**src/rtl/bam_op_sequencer.sv**
```systemverilog
`default_nettype none
// ============================================================================
// Module   : bam_op_sequencer
// Brief    : Control stage in front of the Booth multiplier. Accepts signed
//            operand pairs over valid/ready, sequences the multiplier's
//            register enables and clears, and returns the 2*WIDTH-bit product
//            downstream with a 32-bit fit flag and a completed-op counter.
// Revision : 1.0 - initial release
// ============================================================================
module bam_op_sequencer #(
  parameter int WIDTH         = 32,
  parameter int OUT_LAT       = 2,
  parameter int CLEAR_BETWEEN = 1
) (
  input  logic                 clk,
  input  logic                 reset,
  input  logic                 in_valid,
  output logic                 in_ready,
  input  logic [WIDTH-1:0]     in_a,
  input  logic [WIDTH-1:0]     in_b,
  output logic                 out_valid,
  input  logic                 out_ready,
  output logic [2*WIDTH-1:0]   out_product,
  output logic                 out_fits32,
  output logic [15:0]          op_count,
  output logic [WIDTH-1:0]     mul_a,
  output logic [WIDTH-1:0]     mul_b,
  output logic                 mul_enableA,
  output logic                 mul_enableB,
  output logic                 mul_enableOut,
  output logic                 mul_resetA,
  output logic                 mul_resetB,
  output logic                 mul_resetOut,
  input  logic [2*WIDTH-1:0]   mul_product
);

  // Counter preload: EXEC lasts OUT_LAT cycles, counting down to zero.
  localparam logic [3:0] c_lat_init = 4'(OUT_LAT - 1);
  localparam int         c_fit_lsb  = 31;

  typedef enum logic [2:0] {
    S_IDLE    = 3'd0,
    S_LOAD    = 3'd1,
    S_EXEC    = 3'd2,
    S_CAPTURE = 3'd3,
    S_DONE    = 3'd4,
    S_CLEAR   = 3'd5
  } state_t;

  state_t     r_state;
  logic [3:0] r_lat_cnt;
  logic       w_fits;
  logic       w_out_fire;

  // Product fits a 32-bit signed value when all bits from bit 31 upward agree.
  assign w_fits     = (&mul_product[2*WIDTH-1:c_fit_lsb]) |
                      ~(|mul_product[2*WIDTH-1:c_fit_lsb]);
  assign w_out_fire = (r_state == S_DONE) && out_ready;

  // Handshake flags and multiplier enables are decoded from the state register.
  assign in_ready      = (r_state == S_IDLE);
  assign out_valid     = (r_state == S_DONE);
  assign mul_enableA   = (r_state == S_LOAD);
  assign mul_enableB   = (r_state == S_LOAD);
  assign mul_enableOut = (r_state == S_EXEC);

  // Multiplier clears follow reset directly so the datapath is cleared alongside us.
  assign mul_resetA   = reset | (r_state == S_CLEAR);
  assign mul_resetB   = reset | (r_state == S_CLEAR);
  assign mul_resetOut = reset | (r_state == S_CLEAR);

  // Main sequencing FSM with its operand, latency and result registers.
  always_ff @(posedge clk) begin
    if (reset) begin
      r_state     <= S_IDLE;
      r_lat_cnt   <= 4'd0;
      mul_a       <= '0;
      mul_b       <= '0;
      out_product <= '0;
      out_fits32  <= 1'b1;
      op_count    <= 16'd0;
    end else begin
      case (r_state)
        S_IDLE: begin
          if (in_valid) begin
            mul_a   <= in_a;
            mul_b   <= in_b;
            r_state <= S_LOAD;
          end
        end
        S_LOAD: begin
          r_lat_cnt <= c_lat_init;
          r_state   <= S_EXEC;
        end
        S_EXEC: begin
          if (r_lat_cnt == 4'd0) begin
            r_state <= S_CAPTURE;
          end else begin
            r_lat_cnt <= r_lat_cnt - 4'd1;
          end
        end
        S_CAPTURE: begin
          out_product <= mul_product;
          out_fits32  <= w_fits;
          r_state     <= S_DONE;
        end
        S_DONE: begin
          if (w_out_fire) begin
            op_count <= op_count + 16'd1;
            r_state  <= (CLEAR_BETWEEN != 0) ? S_CLEAR : S_IDLE;
          end
        end
        S_CLEAR: begin
          r_state <= S_IDLE;
        end
        default: begin
          r_state <= S_IDLE;
        end
      endcase
    end
  end

endmodule
`default_nettype wire

```
**config.mk**
```make
export PLATFORM = sky130hd
export DESIGN_NAME = bam_op_sequencer
export DESIGN_NICKNAME = d
export VERILOG_FILES = /design/src/rtl/bam_op_sequencer.sv
export SDC_FILE = /design/constraint.sdc
export NUM_CORES = 1
export LEC_CHECK = 0
export ABC_CLOCK_PERIOD_IN_PS = 4700
export CAP_MARGIN = 20
export CORE_ASPECT_RATIO = 1.5
export CORE_UTILIZATION = 43
export CTS_BUF_LIST = sky130_fd_sc_hd__clkbuf_16
export DETAILED_ROUTE_END_ITERATION = 6
export GPL_TIMING_DRIVEN = 0
export HOLD_SLACK_MARGIN = 0.05
export PLACE_DENSITY = 0.95
export SYNTH_ARGS = -nofsm -noshare
export SYNTH_HDL_FRONTEND = slang
export SYNTH_SLANG_ARGS = --single-unit
```
**constraint.sdc**
```tcl
create_clock -name clk -period 4.7 [get_ports clk]
set_input_delay 1.175 -clock clk [delete_from_list [all_inputs] [get_ports clk]]
set_output_delay 1.175 -clock clk [all_outputs]
set_load 0.05 [all_outputs]
```
Yosys cells after proc, flatten, opt, wreduce, memory -nomap -nowiden
Index checks and enable logic that the tools add are counted.

Output and inout bits: 153. Register bits: 152. Input bits: 132. Word-level logic and storage cells: 37.

Bitwise operators: 3. Reductions and logical operators: 10. Muxes and demuxes: 6. Equal/unequal tests: 9. Add/subtract/negate cells: 2.

Operator list (count): $reduce_and 33->1 (1); $reduce_or 33->1 (1); $add 16x1->16 const B (1); $pmux 3 s5 (1); $mux 3 (3); $pmux 4 s2 (1); $eq 3x2->1 const B (2); $eq 3x3->1 const B (2); $reduce_and 2->1 (3); $logic_not 4->1 (1); $mux 4 (1); $ne 2x1->1 const B (2); $ne 2x2->1 const B (2); $sub 4x1->4 const B (1); $eq 3x1->1 const B (1); $logic_not 3->1 (1); $reduce_and 3->1 (1); $or 1x1->1 (2); $reduce_bool 2->1 (1); $logic_and 1x1->1 (1); $not 1->1 (1).

Depth between registers and ports, before layout
Gate-level depths: netlist of the first run.

Word-level depth: 4. Depth in mapped cells: 7.

Worst setup path after synthesis of the first run
No wires, ideal clock.

Path type: input port to output port. Start point: in reset. End point: out mul_resetB. Stages on the path: 4. Buffers on the path: 3. Data arrival time: 2.564 ns. Path slack: 0.961 ns. Required time: 3.525 ns. Cells stage by stage: clkbuf_1 > clkbuf_1 > o21bai_1 > buf_4.

Cells in the longest elaborated chain, start to end: 1.

Ends and longest elaborated chain: start: declaration (line 16) `input logic reset,`; $or 1x1->1; end: declaration (line 32) `output logic mul_resetB,`.

No other way between the ends.

Worst setup path in the final report of the first run
Start point: in reset. End point: out mul_resetB.

Cells in the longest elaborated chain, start to end: 1.

Ends and longest elaborated chain: $or 1x1->1 (line 69) `assign mul_resetB = reset | (r_state == S_CLEAR);`.

No other way between the ends.

==> flow_metrics.py, run 1 <==
metrics = {
    "run_status": {
        "status": "finished, final reports clean",
    },
    "clock_network": {
        "clockRootBuffer": "clkbuf_16",
        "clkSlewWorstSetupHoldPaths_ns": 0.06,
        "clock_sinks": 152,
        "cts_tree": "done",
        "numCtsBuffers": 17,
        "insertion_delay_ns": 0.41,
        "cts_max_level": 4,
        "clockBufferDepth": 2,
    },
    "route": {
        "drt-met1-wl_mm": 6.46,
        "num_vias": 6148,
        "wl_mm": 19.4,
        "drcViolationCount": 0,
        "highest_layer": "met4",
        "drtPass1Iterations": 7,
        "wl_met3_mm": 1.53,
        "drt_iter0_markers": 235,
        "ant_nets": 0,
        "vias_per_cell": 5.18,
        "wl_met2_mm": 10.3,
        "post_drt_wl_per_cell_um": 16.3,
    },
    "floorplanning": {
        "start_util_pct": 44.1,
        "core_area_um2": 13000,
        "ios": 285,
        "die_h_um": 143,
        "dieArea_um2": 13700,
        "die_width_um": 96.1,
        "num_rows": 51,
    },
    "setup_path": {
        "startpoint_type": "input port",
        "path_class": "in -> out",
        "worstReg2RegEnd": "out_product[54]",
        "end_kind": "output pin",
        "crit_path_end": "mul_resetB",
        "worstPathArrival_ns": 3.08,
        "r2r_cells": 6,
        "critical_path_required_ns": 3.52,
        "rr_startpoint": "r_state[2]",
        "cp-startpoint": "reset",
        "cp_slowest_cell": "clkdlybuf4s50_1",
        "max_stage_delay_ns": 0.79,
        "rrSetupSlack_ns": 2.74,
        "crit_chain": "dlymetal6s2s_1 -> clkbuf_2 -> o21bai_1 -> buf_4 -> clkdlybuf4s50_1",
        "crit_fanout": 14,
    },
    "timing": {
        "finalHoldViolCount": 0,
        "period_share_pct": 90.5,
        "rsz0062_at_grt": "false",
        "fin_skew_ns": 0.00828,
        "period_needed_ns": 4.26,
        "fin_setup_tns_ns": 0,
        "slew_viol_final": 0,
        "setup_viol": 0,
        "worst_pin_slew_ns": 1.04,
        "relSlewSlack_pct": 30.8,
        "max_freq_ghz": 0.235,
    },
    "min_path": {
        "hold_depth": 2,
        "hp-class": "reg -> reg",
        "worstHoldStart": "out_product[3]",
    },
    "yosys": {
        "synth_fp_nets": 849,
        "synthDistinctLibCells": 42,
        "synth_seq_cells": 152,
        "synth_top_area_cell": "dfxtp_1",
        "synth_area_per_cell_um2": 7.99,
        "synth_top_cell_area_share_pct": 53.3,
        "async_reset_ff_share_pct": 0,
        "synthFlopType": "dfxtp_1",
        "synth-edff-count": 0,
        "synth_area_leaders": "dfxtp_1 (53%), nand2_1 (17%), a21oi_1 (12%)",
        "synthCells": 714,
        "syn_area_um2": 5710,
        "ys_warn_count": 0,
        "synth_seq_area_share_pct": 53.3,
    },
    "job": {
        "maxCapViolCount": 0,
    },
    "placement": {
        "gp_congestion": 0.825,
        "io_buffers": 284,
        "hpwl_mm": 14.7,
    },
    "power": {
        "pwr-share-seq_pct": 39.6,
        "p_int_w": 0.00242,
        "powerDensity_nw_per_um2": 373,
        "p_leak_nw": 3.33,
        "clkPwrFrac_pct": 40.4,
        "combPwrFrac_pct": 19.9,
        "worst_ir_drop_vdd_mv": 0.227,
        "switchingPower_w": 0.00106,
        "p_sw_share_pct": 30.5,
        "total_power_w": 0.00348,
    },
    "final_layout": {
        "syn_to_final_growth_pct": 63.9,
        "layout_commonest_cell": "clkdlybuf4s50_1",
        "num_antenna_cells": 0,
        "fillers": 907,
        "multiInputGateArea_um2": 2430,
        "drive_above_1_share_pct": 5.83,
        "final_cell_mix": "clkdlybuf4s50_1 (283), nand2_1 (264), dfxtp_1 (152)",
        "ff_latch_area_um2": 3040,
        "fin_nets": 1151,
    },
    "grt": {
        "grt-ovfl-total": 0,
        "grt_pass1_vias": 5860,
        "grt_pass1_wl_mm": 28.4,
        "track_usage_pct": 27.6,
        "antenna_found_initial": 0,
        "grt_max_degree": 17,
    },
}
==> repair_timing <==
item,4_1_cts,5_1_grt
buffers inserted,0,0
hold buffers,0,0
endpoints found under the setup margin,3,2
gates resized for setup,1,1
cloned,0,0
==> synthesized netlist by cell type (2+ instances only) <==
cell	count
nand2_1	264
dfxtp_1	152
a21oi_1	134
clkbuf_1	27
nor2_1	20
buf_2	14
nand4_1	12
nand3_1	9
nor4_1	9
nor3_1	8
xor2_1	6
buf_1	5
xnor2_1	5
inv_1	4
and2_1	3
buf_4	3
ha_1	3
mux2_1	3
nor2b_1	3
a211oi_1	2
a31o_2	2
and4_1	2
nand2b_1	2
nor3b_1	2
o21ai_0	2
o31ai_1	2
==> power groups by stage <==
stage          clock network, W  registers, W  logic, W
5_1_grt                 0.00149       0.00139  0.000735
6_report                0.00141       0.00138  0.000694
4_1_cts                 0.00143       0.00138  0.000697
3_5_place_dp                  0       0.00141  0.000692
3_3_place_gp                  0       0.00141  0.000681
2_1_floorplan                 0       0.00161  0.000191
==> worst max-delay path, delay by kind of cell <==
kind	cells	cell delay [ns]
AOI/OAI and AO/OA	1	0.22
buffers and inverters	4	1.68
==> area by class of cell <==
type	instances	share of cell area, %
sequential	152	32.5
timing repair buffer	284	30.4
multi-input combinational	508	25.9
clock buffer	17	4.55
buffer	49	2.37
tap	159	2.13
clock inverter	15	1.91
inverter	4	0.161
==> sequential cells by signal, summed over array words and instances, names as in the netlist <==
register     count
mul_a           32
mul_b           32
op_count        16
out_fits32       1
out_product     64
r_lat_cnt        4
r_state          3
==> layer usage <==
| layer | up-vias | GRT usage (%) |
|---|---|---|
| met4 | 0 | 17.9 |
| met1 | 2811 | 24.8 |
| li1 | 2970 | - |
| met3 | 68 | 8.31 |
| met2 | 299 | 51.4 |
| met5 | - | 0 |
==> how the worst min path moves through the flow <==
stage,to,slack (ns)
global route,out_product[3],0.47
detailed placement,out_product[29],0.45
global placement,mul_a[11],0.44
floorplan,r_lat_cnt[0],0.47
CTS,out_product[59],0.45
finish,out_product[3],0.45
==> logic make-up after synthesis <==
logic type               share of synthesized area [%]
buffers and inverters                             4.19
XOR/XNOR                                          1.69
multiplexers                                     0.592
flip-flops                                        53.3
AND/OR/NAND/NOR                                   26.5
adder cells (fa/ha/maj)                          0.658
AO/OA/AOI/OAI                                     13.1
==> stage by stage <==
step | worst slack (ns) | utilization (%) | instances | hold WS [ns] | instance area, um2
6_report | 0.444 | 72.2 | 1188 | 0.453 | 9350
3_3_place_gp | -0.197 | 67.5 | 1157 | 0.440 | 8750
5_1_grt | 0.352 | 72.2 | 1188 | 0.468 | 9350
3_5_place_dp | -0.250 | 67.5 | 1157 | 0.446 | 8750
2_1_floorplan | 0.961 | - | 714 | 0.468 | 5710
4_1_cts | 0.0627 | 72.2 | 1188 | 0.454 | 9350
No activity file was read; power rests on OpenSTA's default activity.
==> run 2: changes to the inputs <==
- CORE_UTILIZATION: 43 -> 30
- PLACE_DENSITY: 0.95 -> 0.73
- SKIP_LAST_GASP: default -> 1
- TNS_END_PERCENT: default -> 30
==> run 2 against run 1 <==
Global-route usage shrank 8.6 points. Design area grew 1.0%. Sequential cell count is the same. Via count shrank 4.5%. Sequential share of layout area shrank 0.32 points.
==> flow_metrics.py, run 2 (same netlist as run 1, synthesis figures left out) <==
metrics = {
    "grt": {
        "grt-ovfl-total": 0,
        "antenna_found_initial": 1,
        "track_usage_pct": 18.9,
        "grt_pass1_wl_mm": 28.3,
        "grt_max_degree": 17,
        "grt_pass1_vias": 5392,
    },
    "floorplanning": {
        "dieArea_um2": 19600,
        "num_rows": 61,
        "die_width_um": 115,
        "die_h_um": 171,
        "start_util_pct": 30.7,
        "ios": 285,
        "core_area_um2": 18600,
    },
    "min_path": {
        "hp-class": "reg -> reg",
        "min_to": "mul_b[29]",
        "hold_depth": 2,
        "worstHoldStart": "mul_b[29]",
    },
    "clock_network": {
        "clock_sinks": 152,
        "numCtsBuffers": 17,
        "cts_max_level": 4,
        "clockBufferDepth": 2,
        "cts_tree": "done",
        "clockRootBuffer": "clkbuf_16",
        "clkSlewWorstSetupHoldPaths_ns": 0.06,
        "insertion_delay_ns": 0.42,
        "cts_setup_buffers": 0,
    },
    "final_layout": {
        "drive_above_1_share_pct": 5.63,
        "fin_nets": 1152,
        "syn_to_final_growth_pct": 65.5,
        "final_cell_mix": "clkdlybuf4s50_1 (283), nand2_1 (264), dfxtp_1 (152)",
        "fin_cells": 1282,
        "largest_register": "out_product",
        "largest_register_ffs": 64,
        "layout_commonest_cell": "clkdlybuf4s50_1",
        "reg.largest.list": "out_product (64), mul_a (32), mul_b (32)",
        "num_antenna_cells": 0,
        "fillers": 1837,
    },
    "timing": {
        "period_needed_ns": 4.61,
        "relSlewSlack_pct": 41.2,
        "fin_ws_ns": 0.0891,
        "slew_viol_final": 0,
        "finalHoldViolCount": 0,
        "whs_ns": 0.452,
        "rsz0062_at_grt": "true",
        "fin_setup_tns_ns": 0,
        "setup_viol": 0,
        "worst_pin_slew_ns": 0.880,
        "fin_skew_ns": 0.00646,
        "period_share_pct": 98.1,
        "max_freq_ghz": 0.217,
    },
    "setup_path": {
        "rrSetupSlack_ns": 2.80,
        "path_class": "in -> out",
        "max_stage_delay_ns": 0.79,
        "crit_fanout": 10,
        "r2r_cells": 6,
        "end_kind": "output pin",
        "cp_slowest_cell": "clkdlybuf4s50_1",
        "startpoint_type": "input port",
        "worstReg2RegEnd": "out_product[48]",
        "critical_path_required_ns": 3.52,
        "worstPathArrival_ns": 3.44,
        "crit_chain": "clkdlybuf4s50_1 -> clkbuf_2 -> clkbuf_2 -> o21bai_1 -> buf_4 -> clkdlybuf4s50_1",
        "rr_startpoint": "r_state[2]",
    },
    "route": {
        "post_drt_wl_per_cell_um": 14.8,
        "drtPass1Iterations": 4,
        "vias_per_cell": 4.58,
        "num_vias": 5872,
        "drt_iter0_markers": 255,
        "drcViolationCount": 0,
        "wl_mm": 19.0,
        "ant_nets": 0,
    },
    "job": {
        "maxCapViolCount": 0,
    },
    "placement": {
        "io_buffers": 284,
        "place_ws_ns": -0.276,
        "placed_cells": 1250,
        "gp_congestion": 0.822,
        "hpwl_mm": 14.7,
    },
    "run_status": {
        "status": "finished, final reports clean",
    },
    "power": {
        "worst_ir_drop_vdd_mv": 0.166,
        "p_leak_nw": 3.30,
        "total_power_w": 0.00342,
        "powerDensity_nw_per_um2": 362,
    },
}
run 2: cell types whose count changed in the layout (fill, tap and decap cells not counted):
cell,change
clkbuf_2,+1
clkinv_1,+3
clkinv_4,-2
clkinvlp_4,+4
inv_6,-2
inv_8,-3
run 2: cell type report:
| type | count | area, um2 | area share, % |
|---|---|---|---|
| plain buffers | 50 | 226 | 2.40 |
| flip-flops and latches | 152 | 3040 | 32.2 |
| clock inverters | 15 | 151 | 1.60 |
| inverters | 4 | 15.0 | 0.159 |
| well taps | 252 | 315 | 3.34 |
| multi-input cells | 508 | 2430 | 25.7 |
| repair buffers | 284 | 2850 | 30.1 |
| clock buffers | 17 | 425 | 4.50 |
run 2: worst max path at each step:
stage          start           end  slack (ns)  depth (start not counted)
2_1_floorplan  reset    mul_resetB        0.96                          4
3_3_place_gp   reset    mul_resetB       -0.24                          6
3_5_place_dp   reset  mul_resetOut       -0.28                          6
4_1_cts        reset  mul_resetOut        0.05                          6
5_1_grt        reset    mul_resetB       -0.02                          6
6_report       reset    mul_resetB        0.09                          6
run 2: per-layer routing:
| layer | wire (um) | GRT usage (%) | vias up |
|---|---|---|---|
| li1 | - | - | 2972 |
| met1 | 7280 | 20.4 | 2672 |
| met2 | 9820 | 34.0 | 194 |
| met3 | 1330 | 5.07 | 34 |
| met4 | 603 | 9.15 | 0 |
| met5 | 0 | 0 | - |
run 2: per-stage QoR:
step                cell area, um2  utilization (%)
floorplan                     5710                -
global placement              8870             47.6
detailed placement            8870             47.6
CTS                           9450             50.7
global route                  9450             50.7
finish                        9450             50.7
run 2: power breakdown:
| group | internal (W) | leakage [nW] | switching, W |
|---|---|---|---|
| registers | 0.00135 | 1.24 | 0.0000294 |
| clock network | 0.000783 | 0.261 | 0.000566 |
| logic | 0.000267 | 1.81 | 0.000422 |
run 2: repair_timing:
item,4_1_cts,5_1_grt
endpoints found under the setup margin,3,2
resized for setup,2,1
hold buffers,0,0
run 2: critical path: cells and delay by family:
family,cells,cell delay [ns]
buf+inv,5,2.05
compound gates,1,0.21
